[config.mk]
export PLATFORM = sky130hd
export DESIGN_NAME = uart_tx_fifo
export DESIGN_NICKNAME = d
export VERILOG_FILES = /design/src/rtl/uart_tx_fifo_pkg.sv /design/src/rtl/uart_tx_fifo_sync_fifo.sv /design/src/rtl/uart_tx_fifo.sv
export SDC_FILE = /design/constraint.sdc
export NUM_CORES = 1
export LEC_CHECK = 0
export ABC_AREA = 0
export ABC_CLOCK_PERIOD_IN_PS = 5600
export CELL_PAD_IN_SITES_DETAIL_PLACEMENT = 1
export CELL_PAD_IN_SITES_GLOBAL_PLACEMENT = 2
export CORE_MARGIN = 3
export CORE_UTILIZATION = 50
export DETAILED_ROUTE_END_ITERATION = 8
export PLACE_DENSITY_LB_ADDON = 0.1
export SKIP_CTS_REPAIR_TIMING = 1
export SYNTH_ARGS = -nofsm -noshare
export SYNTH_HDL_FRONTEND = slang
export SYNTH_HIERARCHICAL = 1
export SYNTH_SLANG_ARGS = --single-unit
[constraint.sdc]
create_clock -name clk -period 5.6 [get_ports clk]
set_clock_uncertainty 0.1 [all_clocks]
set_input_delay 1.12 -clock clk [delete_from_list [all_inputs] [get_ports clk]]
set_output_delay 1.12 -clock clk [all_outputs]
set_load 0.02 [all_outputs]
[src/rtl/uart_tx_fifo_pkg.sv]
// Shared UART constants and feeder state encodings used by the transmit path
// and by the future receive-side buffer.
package uart_tx_fifo_pkg;

    localparam int unsigned BYTE_W = 8;

    typedef enum logic [1:0] {
        IDLE    = 2'd0,
        WAIT_HI = 2'd1,
        WAIT_LO = 2'd2,
        GAP     = 2'd3
    } feed_state_t;

endpackage

[src/rtl/uart_tx_fifo_sync_fifo.sv]
// Single-clock circular FIFO with registered count/full/empty flags.
// DEPTH must be a power of two so the pointers wrap naturally.
module sync_fifo #(
    parameter int unsigned DEPTH = 16,
    parameter int unsigned WIDTH = 8
) (
    input  logic                     clk,
    input  logic                     rst,
    input  logic                     wr_en,
    input  logic [WIDTH-1:0]         wr_data,
    input  logic                     rd_en,
    output logic [WIDTH-1:0]         rd_data,
    output logic                     full,
    output logic                     empty,
    output logic [$clog2(DEPTH):0]   count
);

    localparam int unsigned AW = $clog2(DEPTH);
    localparam int unsigned CW = AW + 1;

    logic [WIDTH-1:0] mem [DEPTH];
    logic [AW-1:0]    wr_ptr;
    logic [AW-1:0]    rd_ptr;
    logic             push;
    logic             pop;

    // Full is judged on the registered count, so a same-cycle pop never admits a write.
    assign push    = wr_en && !full;
    assign pop     = rd_en && !empty;
    assign rd_data = mem[rd_ptr];

    always_ff @(posedge clk) begin
        if (push) begin
            mem[wr_ptr] <= wr_data;
        end
    end

    always_ff @(posedge clk or posedge rst) begin
        if (rst) begin
            wr_ptr <= '0;
            rd_ptr <= '0;
            count  <= '0;
            full   <= 1'b0;
            empty  <= 1'b1;
        end else begin
            if (push) begin
                wr_ptr <= wr_ptr + AW'(1);
            end
            if (pop) begin
                rd_ptr <= rd_ptr + AW'(1);
            end
            // Flags are derived from the pre-update count so they land on the same edge.
            case ({push, pop})
                2'b10: begin
                    count <= count + CW'(1);
                    full  <= (count == CW'(DEPTH - 1));
                    empty <= 1'b0;
                end
                2'b01: begin
                    count <= count - CW'(1);
                    full  <= 1'b0;
                    empty <= (count == CW'(1));
                end
                default: ;
            endcase
        end
    end

endmodule

[src/rtl/uart_tx_fifo.sv]
// Byte queue plus go/bsy handshake feeder in front of the UART transmitter.
// Define UART_TX_FIFO_OVF_EN to enable the sticky overflow flag.
module uart_tx_fifo
    import uart_tx_fifo_pkg::*;
#(
    parameter int unsigned DEPTH = 16
) (
    input  logic                    clk,
    input  logic                    rst,
    input  logic                    wr_en,
    input  logic [BYTE_W-1:0]       wr_data,
    output logic                    full,
    output logic                    empty,
    output logic [$clog2(DEPTH):0]  count,
    output logic [BYTE_W-1:0]       tx_data,
    output logic                    tx_go,
    input  logic                    tx_bsy,
    output logic                    ovf,
    input  logic                    ovf_clr
);

    feed_state_t        state;
    logic               pop;
    logic [BYTE_W-1:0]  rd_data;

    assign pop = (state == IDLE) && !empty;

    sync_fifo #(
        .DEPTH (DEPTH),
        .WIDTH (BYTE_W)
    ) u_fifo (
        .clk     (clk),
        .rst     (rst),
        .wr_en   (wr_en),
        .wr_data (wr_data),
        .rd_en   (pop),
        .rd_data (rd_data),
        .full    (full),
        .empty   (empty),
        .count   (count)
    );

    // Feeder: tx_data is loaded only in IDLE, so it holds for the whole time tx_go is high.
    always_ff @(posedge clk or posedge rst) begin
        if (rst) begin
            state   <= IDLE;
            tx_go   <= 1'b0;
            tx_data <= '0;
        end else begin
            case (state)
                IDLE: begin
                    if (!empty) begin
                        tx_data <= rd_data;
                        tx_go   <= 1'b1;
                        state   <= WAIT_HI;
                    end
                end
                WAIT_HI: begin
                    if (tx_bsy) begin
                        state <= WAIT_LO;
                    end
                end
                WAIT_LO: begin
                    if (!tx_bsy) begin
                        tx_go <= 1'b0;
                        state <= GAP;
                    end
                end
                GAP: begin
                    state <= IDLE;
                end
                default: begin
                    state <= IDLE;
                end
            endcase
        end
    end

`ifdef UART_TX_FIFO_OVF_EN
    // Sticky drop indicator; a drop in the same cycle as a clear keeps it set.
    always_ff @(posedge clk or posedge rst) begin
        if (rst) begin
            ovf <= 1'b0;
        end else if (wr_en && full) begin
            ovf <= 1'b1;
        end else if (ovf_clr) begin
            ovf <= 1'b0;
        end
    end
`else
    logic unused_ovf_clr;

    assign unused_ovf_clr = ovf_clr;
    assign ovf            = 1'b0;
`endif

endmodule

==> results of run 1 <==
final cells by class:
cell class              count  area, um^2
fillers                  1079        4888
clock inverters            13       176.4
clock buffers              19       432.9
inverters                  11       41.29
multi-input cells         155        1687
well taps                 168       210.2
repair buffers             28       277.8
flip-flops and latches    154        4498
state kept, by name, indices dropped and copies added, names as in the netlist:
name,cells
u_fifo/full,1
tx_data,8
tx_go,1
state,2
u_fifo/count,5
u_fifo/empty,1
u_fifo/mem,128
u_fifo/wr_ptr,4
u_fifo/rd_ptr,4
kinds of logic (layout without fill, tap and decap cells):
family                     after synthesis  after routing  synth area share (%)
and+or+nand+nor                         58             58                 5.061
other                                    1              1               0.05902
muxes                                   44             44                 14.20
xor gates and xnor gates                 9              9                 1.241
DFF                                    154            154                 70.76
adders and majority gates               15             15                 2.954
AOI/OAI and AO/OA                       28             28                 3.033
buffers and inverters                   28             71                 2.698
worst max-delay path: stages, from the launching register on:
cell	delay, ns
dfrtp_1	0.40
inv_1	0.12
ha_1	0.20
nor2b_1	0.84
nor2b_1	0.64
ha_1	0.46
or4b_1	0.46
a21oi_1	0.18
xor2_1	0.16
layout by cell type, fill, tap and decap left out, drive strengths merged, types with 2 or more instances in the layout:
master / instances
edfxtp: 128
mux4: 32
clkdlybuf4s50: 27
dfrtp: 25
clkbuf: 19
and2: 17
a22oi: 16
ha: 15
nand2: 14
inv: 11
mux2: 10
nor2b: 7
nor2: 6
xnor2: 6
clkinv: 6
bufinv: 4
o21ai: 4
a21oi: 3
clkinvlp: 3
xor2: 3
mux2i: 2
o22ai: 2
nor3: 2
nor3b: 2
and3: 2
nand4: 2
power breakdown:
group / switching, uW / leakage, uW / internal (uW)
Clock: 431 / 0.000292 / 741
Sequential: 160 / 0.00146 / 1430
Combinational: 618 / 0.000819 / 557
path summary, 6_finish.rpt:
check                                  startpoint                      endpoint  depth (start not counted)
min in group asynchronous                     rst          state[0]$_DFFE_PP0P_                          2
max reg2reg                  state[1]$_DFFE_PP0P_   u_fifo/count[3]$_DFFE_PP0P_                          8
min reg2reg                tx_data[0]$_DFFE_PP0P_        tx_data[0]$_DFFE_PP0P_                          1
max in group asynchronous                     rst  u_fifo/rd_ptr[0]$_DFFE_PP0P_                          2
max                          state[1]$_DFFE_PP0P_   u_fifo/count[3]$_DFFE_PP0P_                          8
min                        tx_data[0]$_DFFE_PP0P_        tx_data[0]$_DFFE_PP0P_                          1
synthesized netlist by cell type (all sizes together), types with 3 or more instances:
library cell   number
edfxtp            128
mux4               32
dfrtp              25
and2               17
a22oi              16
ha                 15
nand2              14
inv                11
buf                10
mux2               10
nor2b               7
nor2                6
xnor2               6
clkbuf              4
o21ai               4
a21oi               3
clkdlybuf4s25       3
xor2                3
metal layers:
| metal | track usage [%] | part of all wire (%) | vias to the layer above |
|---|---|---|---|
| met5 | 0 | 0 | - |
| met4 | 7.676 | 1.6 | 0 |
| met3 | 5.789 | 5.9 | 16 |
| met2 | 31.26 | 49 | 95 |
| met1 | 27.53 | 43 | 1668 |
| li1 | - | - | 1387 |
through the flow:
stage | utilization, % | total power, uW | hold slack (ns) | cell area, um^2
after global routing | 59.97 | 4142 | 0.4260 | 7323
final | 59.97 | 3942 | 0.4032 | 7323
after CTS | 59.97 | 3982 | 0.4080 | 7323
after floorplan | - | 2423 | 0.3865 | 6354
after detailed placement | 54.98 | 2784 | 0.3946 | 6714
after global placement | 54.98 | 2741 | 0.3897 | 6714
==> reports/qor.yml, run 1 <==
place:
  globalplace.congestion: 0.7027
  dp_hpwl_um: 8216
  io_buffers: 27
  pre_cts_slack_ns: 1.917
  place_inst: 516
global_routing:
  grt.total_usage_pct: 20.24
  grt_pass1_vias: 3313
  antenna_found_initial: 0
  grt_pass1_wl_um: 20330
  grt_start_max_net_pins: 36
  overflow: 0
cts:
  cts_root_buf: "clkbuf_16"
  cts_sinks: 154
  clock_path_buffers: 2
  clk_latency_ns: 0.42
  cts.htree.levels: 4
  cts_made_buffers: 17
  cts_tree: "yes"
  path_clk_slew_ns: 0.06
critical_path:
  path_max_fanout: 10
  end_kind: "flop"
  r2r_slack_ns: 1.97
  cp-start-kind: "flop"
  path_class: "reg -> reg"
  worstPathRequired_ns: 5.85
  worstPathArrival_ns: 3.87
sta:
  fmax_ghz: 0.2758
  min_period_over_period_pct: 64.75
  timing.final.max_slew_violations: 0
  setup_ws_ns: 1.974
  final.setup.tns_ns: 0
  period_minus_slack_ns: 3.626
  hold_viol_final: 0
  setup_viol: 0
  max_slew.worst_pin.slew_ns: 1.061
  rsz0062_at_grt: "false"
  maxSlewHeadroom_pct: 29.15
flow_run:
  cap_violations: 0
synth:
  synth_cell_types: 40
  ys_warn_count: 6
  ys.flop_type: "edfxtp_1"
  synth.net_count: 365
  synth-seq-cells: 154
  yosysSeqAreaShare_pct: 70.76
  syn_area_mm2: 0.006354
  ys_top_cells_by_area: "edfxtp_1 (60%), dfrtp_1 (9.8%), mux4_2 (7.1%), mux4_1 (5.0%), ha_1 (3.0%)"
  synth.top_cell.area_share_pct: 60.50
  synth.avg_cell_area_um2: 18.85
  synthCells: 337
  synth_top_area_cell: "edfxtp_1"
  synth-async-reset-ratio_pct: 16.88
  synth_edf_count: 128
layout:
  layout-drive-gt1-share_pct: 17.37
  areaGrowthSynthToFinish_pct: 15.26
  fin_nets: 395
  diodes: 0
  final_cells: 548
detailed_routing:
  drt-pass1-iter-count: 4
  via_per_inst: 5.777
  final_antenna_net_count: 0
  wl_um: 13250
  drtIter0Drc: 280
  vias: 3166
  drc: 0
  wl_per_cell_um: 24.19
floorplanning:
  dieHeight_um: 118.7
  ioPinCount: 30
  start_util_pct: 52.03
  coreArea_mm2: 0.01221
  die_x_um: 118.7
  rows: 40
  die_area_mm2: 0.01410
power:
  vdd_ir_drop_max_mv: 0.2757
  p_leak_uw: 0.002575
  power_density_mw_per_mm2: 538.2
hold_path:
  hp-class: "reg -> reg"
run_status:
  status: "completed"
Power figures use the tool's default switching activity.
==> run 2, diff against run 1 <==
--- a/config.mk
+++ b/config.mk
@@ -6,11 +6,11 @@
 export NUM_CORES = 1
 export LEC_CHECK = 0
 export ABC_AREA = 0
-export ABC_CLOCK_PERIOD_IN_PS = 5600
+export ABC_CLOCK_PERIOD_IN_PS = 3100
 export CELL_PAD_IN_SITES_DETAIL_PLACEMENT = 1
 export CELL_PAD_IN_SITES_GLOBAL_PLACEMENT = 2
 export CORE_MARGIN = 3
-export CORE_UTILIZATION = 50
+export CORE_UTILIZATION = 42
 export DETAILED_ROUTE_END_ITERATION = 8
 export PLACE_DENSITY_LB_ADDON = 0.1
 export SKIP_CTS_REPAIR_TIMING = 1
==> constraint.sdc (replaced) <==
create_clock -name clk -period 3.1 [get_ports clk]
set_clock_uncertainty 0.1 [all_clocks]
set_input_delay 0.62 -clock clk [delete_from_list [all_inputs] [get_ports clk]]
set_output_delay 0.62 -clock clk [all_outputs]
set_load 0.02 [all_outputs]
==> run 2 against run 1 <==
Global-route usage down 2.7 points. Hold slack better by 0.0077 ns. Register-to-register slack lost 1.4 ns.
==> reports/qor.yml, run 2 (synthesized netlist as in run 1, its figures left out) <==
run_status:
  status: "completed"
cts:
  cts.htree.levels: 4
  clock_path_buffers: 2
  cts_made_buffers: 17
  cts_tree: "yes"
  cts_root_buf: "clkbuf_16"
  clk_latency_ns: 0.42
  path_clk_slew_ns: 0.06
  cts_sinks: 154
layout:
  mostFrequentLayoutCell: "edfxtp_1"
  fin_nets: 403
  final_cell_mix: "edfxtp_1 (128), clkdlybuf4s50_1 (27), dfrtp_1 (24)"
  layout-drive-gt1-share_pct: 16.75
  finish.instance_area_mm2: 0.007357
  largest_reg_flops: 128
  regMostFlops: "u_fifo/mem"
  diodes: 0
  fillers: 1357
  areaGrowthSynthToFinish_pct: 15.79
  reg_top3: "u_fifo/mem: 128 flops, tx_data: 8 flops, u_fifo/count: 5 flops"
floorplanning:
  start_util_pct: 43.39
  ioPinCount: 30
  coreArea_mm2: 0.01464
  dieHeight_um: 129.0
  die_area_mm2: 0.01664
  die_x_um: 129.0
  rows: 44
detailed_routing:
  drt-pass1-iter-count: 4
  wl_per_cell_um: 23.16
  drc: 0
  vias: 3092
  drtIter0Drc: 396
  final_antenna_net_count: 0
  wl_um: 13250
  via_per_inst: 5.406
sta:
  fmax_ghz: 0.3948
  period_minus_slack_ns: 2.533
  hold_viol_final: 0
  timing.final.max_slew_violations: 0
  maxSlewHeadroom_pct: 48.05
  max_slew.worst_pin.slew_ns: 0.7776
  hold_ws_ns: 0.4109
  rsz0062_at_grt: "false"
  final.setup.tns_ns: 0
  setup_viol: 0
  min_period_over_period_pct: 81.71
power:
  p_switching_uw: 2151
  p_clk_share_pct: 27.0
  p_comb_share_pct: 32.3
  cellInternalPower_uw: 4840
  power_density_mw_per_mm2: 950.3
  swShare_pct: 30.77
  p_leak_uw: 0.002595
  pwr-share-seq_pct: 40.7
  vdd_ir_drop_max_mv: 0.3829
place:
  dp_hpwl_um: 8599
  globalplace.congestion: 0.7686
  io_buffers: 27
  dpl_cell_area_mm2: 0.006818
critical_path:
  slowest_stage: "or4b_1"
  cp-startpoint: "state[0]$_DFFE_PP0P_"
  cp-start-kind: "flop"
  path_class: "reg -> reg"
  worstPathRequired_ns: 3.34
  end_kind: "flop"
  r2r-start: "state[0]$_DFFE_PP0P_"
  worstPathArrival_ns: 2.78
  cp_cell_sequence: "inv_1 > ha_1 > nor2b_1 > nor2b_1 > ha_1 > or4b_1 > a21oi_1 > xor2_1"
  slowest_delay_ns: 0.46
  crit_family: "simple AND/OR/NAND/NOR gates"
  path_buf_inv: 1
  path_max_fanout: 8
global_routing:
  overflow: 0
  grt_pass1_wl_um: 20540
  antenna_found_initial: 0
  grt_pass1_vias: 3371
  grt.total_usage_pct: 17.56
  grt_start_max_net_pins: 36
hold_path:
  hp-class: "reg -> reg"
  worstHoldStart: "tx_data[3]$_DFFE_PP0P_"
flow_run:
  cap_violations: 0
run 2: cell types whose count changed in the layout (fill, tap and decap cells not counted), moves of 2 or more:
cell        before  now
buf_12           0    2
buf_4            1    7
bufinv_16        4    1
clkbuf_1         2    8
clkbuf_8         0    3
clkinv_1         0    2
clkinv_2         5    1
clkinvlp_4       3    0
run 2: metal layers:
layer | global-route usage (%) | up-vias | wire length [um]
met5 | 0 | - | 0
met4 | 6.733 | 0 | 217
met3 | 4.234 | 17 | 506
met2 | 27.07 | 58 | 6399
met1 | 24.35 | 1617 | 6120
li1 | - | 1400 | -
run 2: metrics by stage:
stage / util (%) / total power (uW) / std cells / worst slack, ns
after floorplan: - / 4378 / 337 / 0.5663
after global placement: 46.56 / 5142 / 540 / 0.4447
after detailed placement: 46.56 / 5196 / 540 / 0.4163
after CTS: 50.24 / 7103 / 572 / 0.5323
after global routing: 50.24 / 7410 / 572 / 0.3646
final: 50.24 / 6991 / 572 / 0.5669
run 2: final cells by class:
type / count / area (um^2) / area share (%)
timing repair buffer: 36 / 362.8 / 4.932
sequential: 154 / 4497 / 61.12
clock inverter: 4 / 42.54 / 0.5782
inverter: 11 / 41.29 / 0.5612
tap: 184 / 230.2 / 3.129
multi-input combinational: 155 / 1687 / 22.93
clock buffer: 28 / 496.7 / 6.752
run 2: power groups by stage:
stage	Sequential, uW	Clock [uW]	Combinational (uW)
3_3_place_gp	2870	0	2270
3_5_place_dp	2900	0	2300
5_1_grt	2890	2030	2490
6_report	2840	1890	2260
2_1_floorplan	2880	0	1490
4_1_cts	2860	1940	2310
run 2: final timing paths:
check | to | slack [ns] | cells after the start
worst max-delay path | u_fifo/count[3]$_DFFE_PP0P_ | 0.57 | 8
worst min-delay path | tx_data[3]$_DFFE_PP0P_ | 0.41 | 1
worst max register to register | u_fifo/count[3]$_DFFE_PP0P_ | 0.57 | 8
worst min register to register | tx_data[3]$_DFFE_PP0P_ | 0.41 | 1
max in group asynchronous | u_fifo/rd_ptr[0]$_DFFE_PP0P_ | 1.92 | 2
min in group asynchronous | tx_data[6]$_DFFE_PP0P_ | 0.44 | 2
run 2: worst register-to-register path: cells and delay by family (launching register included):
kind	cells	cell delay, ns
fa+ha+maj	2	0.60
xor+xnor	1	0.16
compound gates	1	0.17
flops	1	0.37
buf+inv	1	0.13
simple gates	3	0.94
